[config.mk]
export PLATFORM = sky130hd
export DESIGN_NAME = psum_rearrange_ctrl
export DESIGN_NICKNAME = d
export VERILOG_FILES = /design/src/rtl/psum_rearrange_ctrl.sv
export SDC_FILE = /design/constraint.sdc
export NUM_CORES = 1
export LEC_CHECK = 0
export BUFFER_PORTS_ARGS = -buffer_cell sky130_fd_sc_hd__buf_2
export CAP_MARGIN = 20
export CORE_AREA = 4 4 132 134
export DETAILED_ROUTE_END_ITERATION = 16
export DIE_AREA = 0 0 136 138
export HOLD_SLACK_MARGIN = 0.1
export PLACE_DENSITY_LB_ADDON = 0.2
export SYNTH_ARGS = -nofsm -noshare
export SYNTH_HDL_FRONTEND = slang
export SYNTH_SLANG_ARGS = --single-unit
[constraint.sdc]
create_clock -name clock -period 9 [get_ports clock]
set_input_delay 0.45 -clock clock [delete_from_list [all_inputs] [get_ports clock]]
set_output_delay 0.45 -clock clock [all_outputs]
set_load 0.05 [all_outputs]
[src/rtl/psum_rearrange_ctrl.sv]
// -----------------------------------------------------------------------------
// psum_rearrange_ctrl
//
// Sequencer for the psum rearrange buffer. A job streams one finished output
// layer out of the psum SRAM (pixel-major, channel-inner order) and writes it
// into the rearrange buffer transposed to channel-major order. It then drains
// the buffer in linear address order to the next layer's ifmap loader over a
// valid/ready handshake.
//
// Ports
//   clock, reset          : rising-edge clock, asynchronous active-high reset
//   start                 : one-cycle job request, honoured only in IDLE
//   cfg_num_pix/_ch       : pixels per channel (P) / channels (C), latched on start
//   psum_rd_en/_addr      : psum SRAM read strobe and address (registered)
//   psum_data/_valid      : psum SRAM read data, valid one cycle after the strobe
//   buf_write_en/_addr    : rearrange buffer write port
//   buf_data_in/_valid    : rearrange buffer write data (valid == write enable)
//   buf_read_addr         : rearrange buffer read address (combinational read)
//   buf_data_out          : rearrange buffer read data
//   ifmap_data/_valid     : drained activation towards the ifmap loader
//   ifmap_ready           : ifmap loader accepts
//   busy                  : high while filling or draining
//   done                  : one-cycle pulse at job completion
//   cfg_err               : one-cycle pulse when a start is rejected
// -----------------------------------------------------------------------------
module psum_rearrange_ctrl #(
   parameter int ADDR_W = 12,
   parameter int DATA_W = 8,
   parameter int DEPTH  = 3500
) (
   input  logic              clock,
   input  logic              reset,
   input  logic              start,
   input  logic [9:0]        cfg_num_pix,
   input  logic [3:0]        cfg_num_ch,
   output logic              psum_rd_en,
   output logic [ADDR_W-1:0] psum_rd_addr,
   input  logic [DATA_W-1:0] psum_data,
   input  logic              psum_data_valid,
   output logic              buf_write_en,
   output logic              buf_data_in_valid,
   output logic [ADDR_W-1:0] buf_write_addr,
   output logic [DATA_W-1:0] buf_data_in,
   output logic [ADDR_W-1:0] buf_read_addr,
   input  logic [DATA_W-1:0] buf_data_out,
   output logic [DATA_W-1:0] ifmap_data,
   output logic              ifmap_valid,
   input  logic              ifmap_ready,
   output logic              busy,
   output logic              done,
   output logic              cfg_err
);

   // Job size arithmetic is 14 bits wide: 1023 * 15 still fits.
   localparam int               CNT_W     = 14;
   localparam logic [CNT_W-1:0] DEPTH_LIM = CNT_W'(DEPTH);

   typedef enum logic [1:0] {
      S_IDLE  = 2'd0,
      S_FILL  = 2'd1,
      S_DRAIN = 2'd2,
      S_DONE  = 2'd3
   } state_t;

   state_t           state;
   logic [9:0]       pix_num;     // latched P
   logic [3:0]       ch_num;      // latched C
   logic [CNT_W-1:0] job_len;     // latched N = P*C
   logic [CNT_W-1:0] issue_cnt;   // psum reads issued so far
   logic [9:0]       wr_pix;      // p of the next psum element to write
   logic [3:0]       wr_ch;       // c of the next psum element to write
   logic [CNT_W-1:0] wr_ptr;      // c*P + p, built incrementally
   logic [CNT_W-1:0] wr_cnt;      // buffer writes done
   logic [CNT_W-1:0] rd_ptr;      // drain read counter r
   logic [CNT_W-1:0] hs_cnt;      // completed output handshakes

   logic [CNT_W-1:0] start_len;
   logic             start_ok;
   logic             wr_fire;
   logic             drain_load;
   logic             drain_hs;

   // Start validation, write-port pass-through and drain handshake decode.
   always_comb begin
      start_len  = CNT_W'(cfg_num_pix) * CNT_W'(cfg_num_ch);
      start_ok   = (cfg_num_pix != 10'd0) && (cfg_num_ch != 4'd0) &&
                   (start_len <= DEPTH_LIM);
      wr_fire    = (state == S_FILL) && psum_data_valid;
      drain_load = (state == S_DRAIN) && (!ifmap_valid || ifmap_ready) &&
                   (rd_ptr < job_len);
      drain_hs   = (state == S_DRAIN) && ifmap_valid && ifmap_ready;
      // Write data only passes through while filling, so reset forces it to 0.
      if (wr_fire) begin
         buf_write_en = 1'b1;
         buf_data_in  = psum_data;
      end else begin
         buf_write_en = 1'b0;
         buf_data_in  = '0;
      end
   end

   assign buf_data_in_valid = buf_write_en;
   assign buf_write_addr    = wr_ptr[ADDR_W-1:0];
   assign buf_read_addr     = rd_ptr[ADDR_W-1:0];

   // Job state machine with issue, transpose-write and drain datapaths.
   always_ff @(posedge clock or posedge reset) begin
      if (reset) begin
         state        <= S_IDLE;
         pix_num      <= 10'd0;
         ch_num       <= 4'd0;
         job_len      <= '0;
         issue_cnt    <= '0;
         wr_pix       <= 10'd0;
         wr_ch        <= 4'd0;
         wr_ptr       <= '0;
         wr_cnt       <= '0;
         rd_ptr       <= '0;
         hs_cnt       <= '0;
         psum_rd_en   <= 1'b0;
         psum_rd_addr <= '0;
         ifmap_data   <= '0;
         ifmap_valid  <= 1'b0;
         busy         <= 1'b0;
         done         <= 1'b0;
         cfg_err      <= 1'b0;
      end else begin
         done    <= 1'b0;
         cfg_err <= 1'b0;
         case (state)
            S_IDLE: begin
               if (start) begin
                  if (start_ok) begin
                     pix_num      <= cfg_num_pix;
                     ch_num       <= cfg_num_ch;
                     job_len      <= start_len;
                     // First read goes out in the cycle right after start.
                     psum_rd_en   <= 1'b1;
                     psum_rd_addr <= '0;
                     issue_cnt    <= 14'd1;
                     wr_pix       <= 10'd0;
                     wr_ch        <= 4'd0;
                     wr_ptr       <= '0;
                     wr_cnt       <= '0;
                     rd_ptr       <= '0;
                     hs_cnt       <= '0;
                     busy         <= 1'b1;
                     state        <= S_FILL;
                  end else begin
                     cfg_err <= 1'b1;
                  end
               end
            end

            S_FILL: begin
               if (psum_rd_en) begin
                  if (issue_cnt == job_len) begin
                     psum_rd_en   <= 1'b0;
                     psum_rd_addr <= '0;
                  end else begin
                     psum_rd_addr <= issue_cnt[ADDR_W-1:0];
                     issue_cnt    <= issue_cnt + 14'd1;
                  end
               end
               if (wr_fire) begin
                  wr_cnt <= wr_cnt + 14'd1;
                  if (wr_cnt == job_len - 14'd1) begin
                     wr_ptr <= '0;
                     state  <= S_DRAIN;
                  end else if (wr_ch == ch_num - 4'd1) begin
                     // Last channel of this pixel: wrap to channel 0 of p+1.
                     wr_ptr <= CNT_W'(wr_pix) + 14'd1;
                     wr_pix <= wr_pix + 10'd1;
                     wr_ch  <= 4'd0;
                  end else begin
                     // Next channel of the same pixel lives one row (P) further.
                     wr_ptr <= wr_ptr + CNT_W'(pix_num);
                     wr_ch  <= wr_ch + 4'd1;
                  end
               end
            end

            S_DRAIN: begin
               if (drain_load) begin
                  ifmap_data  <= buf_data_out;
                  ifmap_valid <= 1'b1;
                  rd_ptr      <= rd_ptr + 14'd1;
               end else if (drain_hs) begin
                  ifmap_valid <= 1'b0;
               end
               if (drain_hs) begin
                  hs_cnt <= hs_cnt + 14'd1;
                  if (hs_cnt == job_len - 14'd1) begin
                     done  <= 1'b1;
                     busy  <= 1'b0;
                     state <= S_DONE;
                  end
               end
            end

            S_DONE: begin
               rd_ptr <= '0;
               state  <= S_IDLE;
            end

            default: begin
               psum_rd_en  <= 1'b0;
               ifmap_valid <= 1'b0;
               busy        <= 1'b0;
               state       <= S_IDLE;
            end
         endcase
      end
   end

endmodule

# Yosys cells after proc, flatten, opt, wreduce, memory -nomap -nowiden
# Cells that the tools add are included.
# word_totals
word_cells,137
input_bits,35
reg_bits,139
# classes
muxes,59
reduce_logical,29
n_eq_ne,18
add_sub_neg,10
multipliers,1
order_cmp,2
# ops
operator,n
$mux W14,12
$pmux W14 S2,4
$add A14 B1 Y14 const B,4
$mux W10,5
$mux W12,4
$eq A14 B14 Y1,3
$pmux W14 S3,1
$pmux W12 S2,1
$mux W4,5
$pmux W10 S2,1
$ne A2 B2 Y1 const B,8
$reduce_and A4 Y1,4
$mux W1,15
$reduce_and A5 Y1,3
$add A14 B10 Y14,1
$le A14 B12 Y1 const B,1
$lt A14 B14 Y1,1
$mul A10 B4 Y14,1
$sub A14 B1 Y14 const B,1
$mux W2,6
$reduce_and A6 Y1,2
$add A10 B1 Y11 const B,1
$add A10 B1 Y10 const B,1
$reduce_bool A10 Y1,1
other kinds (19),33

# Logic depth before layout (Yosys ltp)
# logic_depth
depth_word,6
ltp_mapped,19
depth_no_buf,15

# Worst setup path after synthesis
# Ideal clock, no wire load.
# synth_path
path_kind,input to register
from,input port cfg_num_ch[3]
to,register issue_cnt[12]
stages,15
path_slack_ns,4.537
path_buffers,3
setup_ns,0.124
arrival_time_ns,4.340
cell_sequence,clkbuf_1 > nand2_1 > fa_1 > fa_1 > fa_1 > nor2b_1 > o2111ai_1 > a32oi_1 > mux2_2 > nor3b_2 > a21bo_1 > buf_6 > a22o_4 > buf_6 > a211o_1
# synth_between
elab_chain_cells,5
# synth_rtl
item,line_no,source
start: declaration,35,"input logic [3:0] cfg_num_ch,"
$mul A10 B4 Y14 or $reduce_bool A4 Y1 (tied branches),"85, 86",
$le A14 B12 Y1 or $logic_and A1 B1 Y1 (tied branches),"87, 86",
$logic_and A1 B1 Y1 (*),86,start_ok = (cfg_num_pix != 10'd0) && (cfg_num_ch != 4'd0) &&
$ne A2 B2 Y1 (no line) (*),n/a,
$reduce_and A5 Y1 (no line) (*),n/a,
end signal: assignment,162,issue_cnt <= issue_cnt + 14'd1;
end: declaration,69,logic [CNT_W-1:0] issue_cnt;
# Every way passes the cells marked *; elsewhere a longest branch is shown, timed or not.
# A chain may end at the register's enable or synchronous reset.

# Final worst setup path
# layout_path
from,input port cfg_num_ch[3]
to,register psum_rd_addr[8]
# layout_between
elab_chain_cells,5
# layout_rtl
item,line_no,source
$mul A10 B4 Y14 or $reduce_bool A4 Y1 (tied branches),"85, 86",
$le A14 B12 Y1 or $logic_and A1 B1 Y1 (tied branches),"87, 86",
$logic_and A1 B1 Y1 (*),86,
$ne A2 B2 Y1 (no line) (*),n/a,
$reduce_and A4 Y1 (no line) (*),n/a,
end signal: assignment,161,psum_rd_addr <= issue_cnt[ADDR_W-1:0];
end: declaration,37,"output logic [ADDR_W-1:0] psum_rd_addr,"
# Marked as above.

==> flow_metrics.tcl <==
set metrics [dict create \
    status "finished, final reports clean" \
    drv_slew 0 \
    first_iter_violations 618 \
    dp_hpwl_mm 19.4 \
    pwr-share-comb 0.269 \
    nNetsFinal 1356 \
    io_buffers 93 \
    synthToLayoutAreaGrowth_pct 9.39 \
    cts_max_level 4 \
    wl_per_cell_um 18.2 \
    antenna_cells 0 \
    cts_sinks 137 \
    drt-total-wl_mm 27.0 \
    place_inst 1453 \
    powerDensity_nw_per_um2 169 \
    antenna_found_initial 0 \
    syn_nets 1318 \
    grt_pass1_wl_mm 44.4 \
    sequentialPowerShare 0.384 \
    slew_headroom 0.291 \
    synth_top_family_by_area "simple AND/OR/NAND/NOR gates" \
    via_per_inst 6.20 \
    rows 47 \
    dieArea_um2 18800 \
    worst_setup_path_end_kind "flip-flop" \
    leakage_nw 5.25 \
    synth-main-ff-cell "dfrtp_1" \
    yosysTopAreaCell "dfrtp_1" \
    first_pass_iters 7 \
    finalPower_mw 1.92 \
    cp_max_fo 32 \
    ys_async_sr_fraction 1.00 \
    timing.setup.critical_path_class "in -> reg" \
    cts_tree "yes" \
    finalHoldViolCount 0 \
    ys_seq_area_frac 0.330 \
    setup_violations 0 \
    timing.setup.tns_ns 0 \
    place_congestion 0.940 \
    io_pins 94 \
    grt_pass1_vias 8696 \
    synth_area_um2 10400 \
    vias 9206 \
    setup_ws_ns 4.04 \
    cts_root_buf "clkbuf_16" \
    core_area_um2 16300 \
    min_period_ns 4.96 \
    ys_types 90 \
    dieHeight_um 138 \
    p_int_mw 1.25 \
    yosys.area_share.simple 0.216 \
    synth_xor_area_frac 0.0553 \
    switching_share 0.350 \
    syn_area_per_cell_um2 8.55 \
    synthMuxAreaShare 0.0199 \
    start_util 0.637 \
    synth_edf_count 0 \
    start_kind "primary input" \
    ant_nets 0 \
    synth_adder_area_share 0.0954 \
    hold_class "in -> async" \
    dp_slack_ns 3.68 \
    synth.top_cell.area_share 0.330 \
    die_x_um 136 \
    total_switching_power_mw 0.674 \
    power_frac_clock 0.347 \
    skew_ns 0.00786 \
    clk_pin_slew_ns 0.06 \
    drive_above_1_share 0.151 \
    max_freq_mhz 202 \
    netlist_instances 1214 \
    cp.required_ns 9.33 \
    drv_cap 0 \
    post-route-period-util 0.551 \
    cts_buffers 17 \
    grt_max_degree 77 \
    grt_overflow 0 \
    ys_ff_latch 137 \
    cts_max_path_buffers 2 \
    peakVddDrop_v 0.000199 \
    tightestPinTransition_ns 1.06 \
    synth_compound_area_frac 0.213 \
    holdWs_ns 0.0739 \
    clk_latency_ns 0.43 \
    rsz0062_at_grt "false" \
    grt_usage 0.291 \
    cts_resized 0 \
    ys_top_cells_by_area "dfrtp_1 33%, ha_1 6.3%, nand2_1 5.4%, o21ai_0 4.7%, xnor2_1 3.5%" \
    postCtsHoldBufs 0 \
    layout.cells.non_filler 1484 \
    arrival_ns 5.29 \
    cts_setup_buffers 0 \
    route.detailed.drc 0 \
    yosys_warnings 0 \
    fillers 1336 \
]
-- flip-flops by register name, indices dropped and copies added, names as in the netlist --
signal / flops
hs_cnt: 14
issue_cnt: 14
job_len: 14
rd_ptr: 14
wr_cnt: 14
psum_rd_addr: 12
wr_ptr: 12
pix_num: 10
wr_pix: 10
ifmap_data: 8
ch_num: 4
wr_ch: 4
state: 2
busy: 1
cfg_err: 1
done: 1
ifmap_valid: 1
psum_rd_en: 1
-- cell families after synthesis --
group	count (synthesis)
mux	19
xor+xnor	64
simple gates	440
flops	137
compound gates	324
fa+ha+maj	69
buf+inv	161
-- power by group through the flow --
stage | Clock (mW) | Sequential (mW) | Combinational (mW)
2_1_floorplan | 0 | 0.772 | 0.366
3_3_place_gp | 0 | 0.745 | 0.504
3_5_place_dp | 0 | 0.746 | 0.514
4_1_cts | 0.676 | 0.737 | 0.518
5_1_grt | 0.703 | 0.746 | 0.576
6_report | 0.668 | 0.739 | 0.517
-- path summary, 6_finish.rpt --
check | endpoint | slack, ns | cells after the start | from
min in group clock | ifmap_data[1] | 0.26 | 2 | buf_data_out[1]
max reg2reg | state[1] | 5.62 | 10 | job_len[0]
min reg2reg | pix_num[4] | 0.49 | 2 | pix_num[4]
min | rd_ptr[9] | 0.07 | 2 | reset
max | psum_rd_addr[8] | 4.04 | 14 | cfg_num_ch[3]
max in group asynchronous | wr_ptr[9] | 7.58 | 3 | reset
-- Yosys cell counts, drive strengths merged (10+ instances only) --
cell and n:
o41ai 10, a21o 13, nand2b 23, fa 17, dfrtp 137, inv 76
o31ai 42, o21ai 109, nor3 30, xnor2 41, nor4 12, and3 29
xor2 22, nor2 57, and2 34, nand2 153, nand3 49, mux2 13
buf 41, a31oi 22, clkbuf 43, a21oi 45, ha 52, nand4 22
-- worst max-delay path, stage by stage --
cell	delay [ns]
buf_2	0.18
nand2_1	0.11
fa_1	0.54
fa_1	0.56
fa_1	0.48
nor2b_1	0.22
o2111ai_1	0.17
a32oi_1	0.27
mux2_2	0.39
nor3b_2	0.18
a21bo_1	0.43
a221oi_4	0.96
nand3_1	0.17
o21ai_0	0.16
-- routing by layer --
metal	up-vias	global-route usage	share of wire
met1	4375	0.396	0.44
met3	64	0.0494	0.062
li1	4419	-	-
met2	348	0.470	0.48
met5	-	0	0
met4	0	0.103	0.026
-- layout make-up --
| cell class | count | area, µm² | area share |
|---|---|---|---|
| Multi-Input combinational cell | 916 | 6250 | 0.550 |
| Timing Repair Buffer | 103 | 548 | 0.0483 |
| Clock inverter | 13 | 123 | 0.0108 |
| Sequential cell | 137 | 3430 | 0.302 |
| Tap cell | 220 | 275 | 0.0242 |
| Clock buffer | 18 | 439 | 0.0387 |
| Inverter | 77 | 294 | 0.0259 |
-- per-stage QoR --
step,area (µm²),util
floorplan,10400,-
global placement,10800,0.662
detailed placement,10800,0.663
CTS,11400,0.697
global route,11400,0.697
finish,11400,0.697
-- cell usage in the layout (no fill, tap or decap), types with 27 or more instances in the layout --
cell	synthesis	routed
inv_1	76	75
o31ai_1	42	42
nor3_1	27	27
and2_1	33	33
nand2_1	149	149
xnor2_1	41	41
o21ai_0	97	97
a21oi_1	44	44
nor2_1	55	55
dfrtp_1	137	137
ha_1	52	51
buf_2	17	93
nand3_1	49	49
and3_1	28	28
Power figures use the tool's default switching activity.
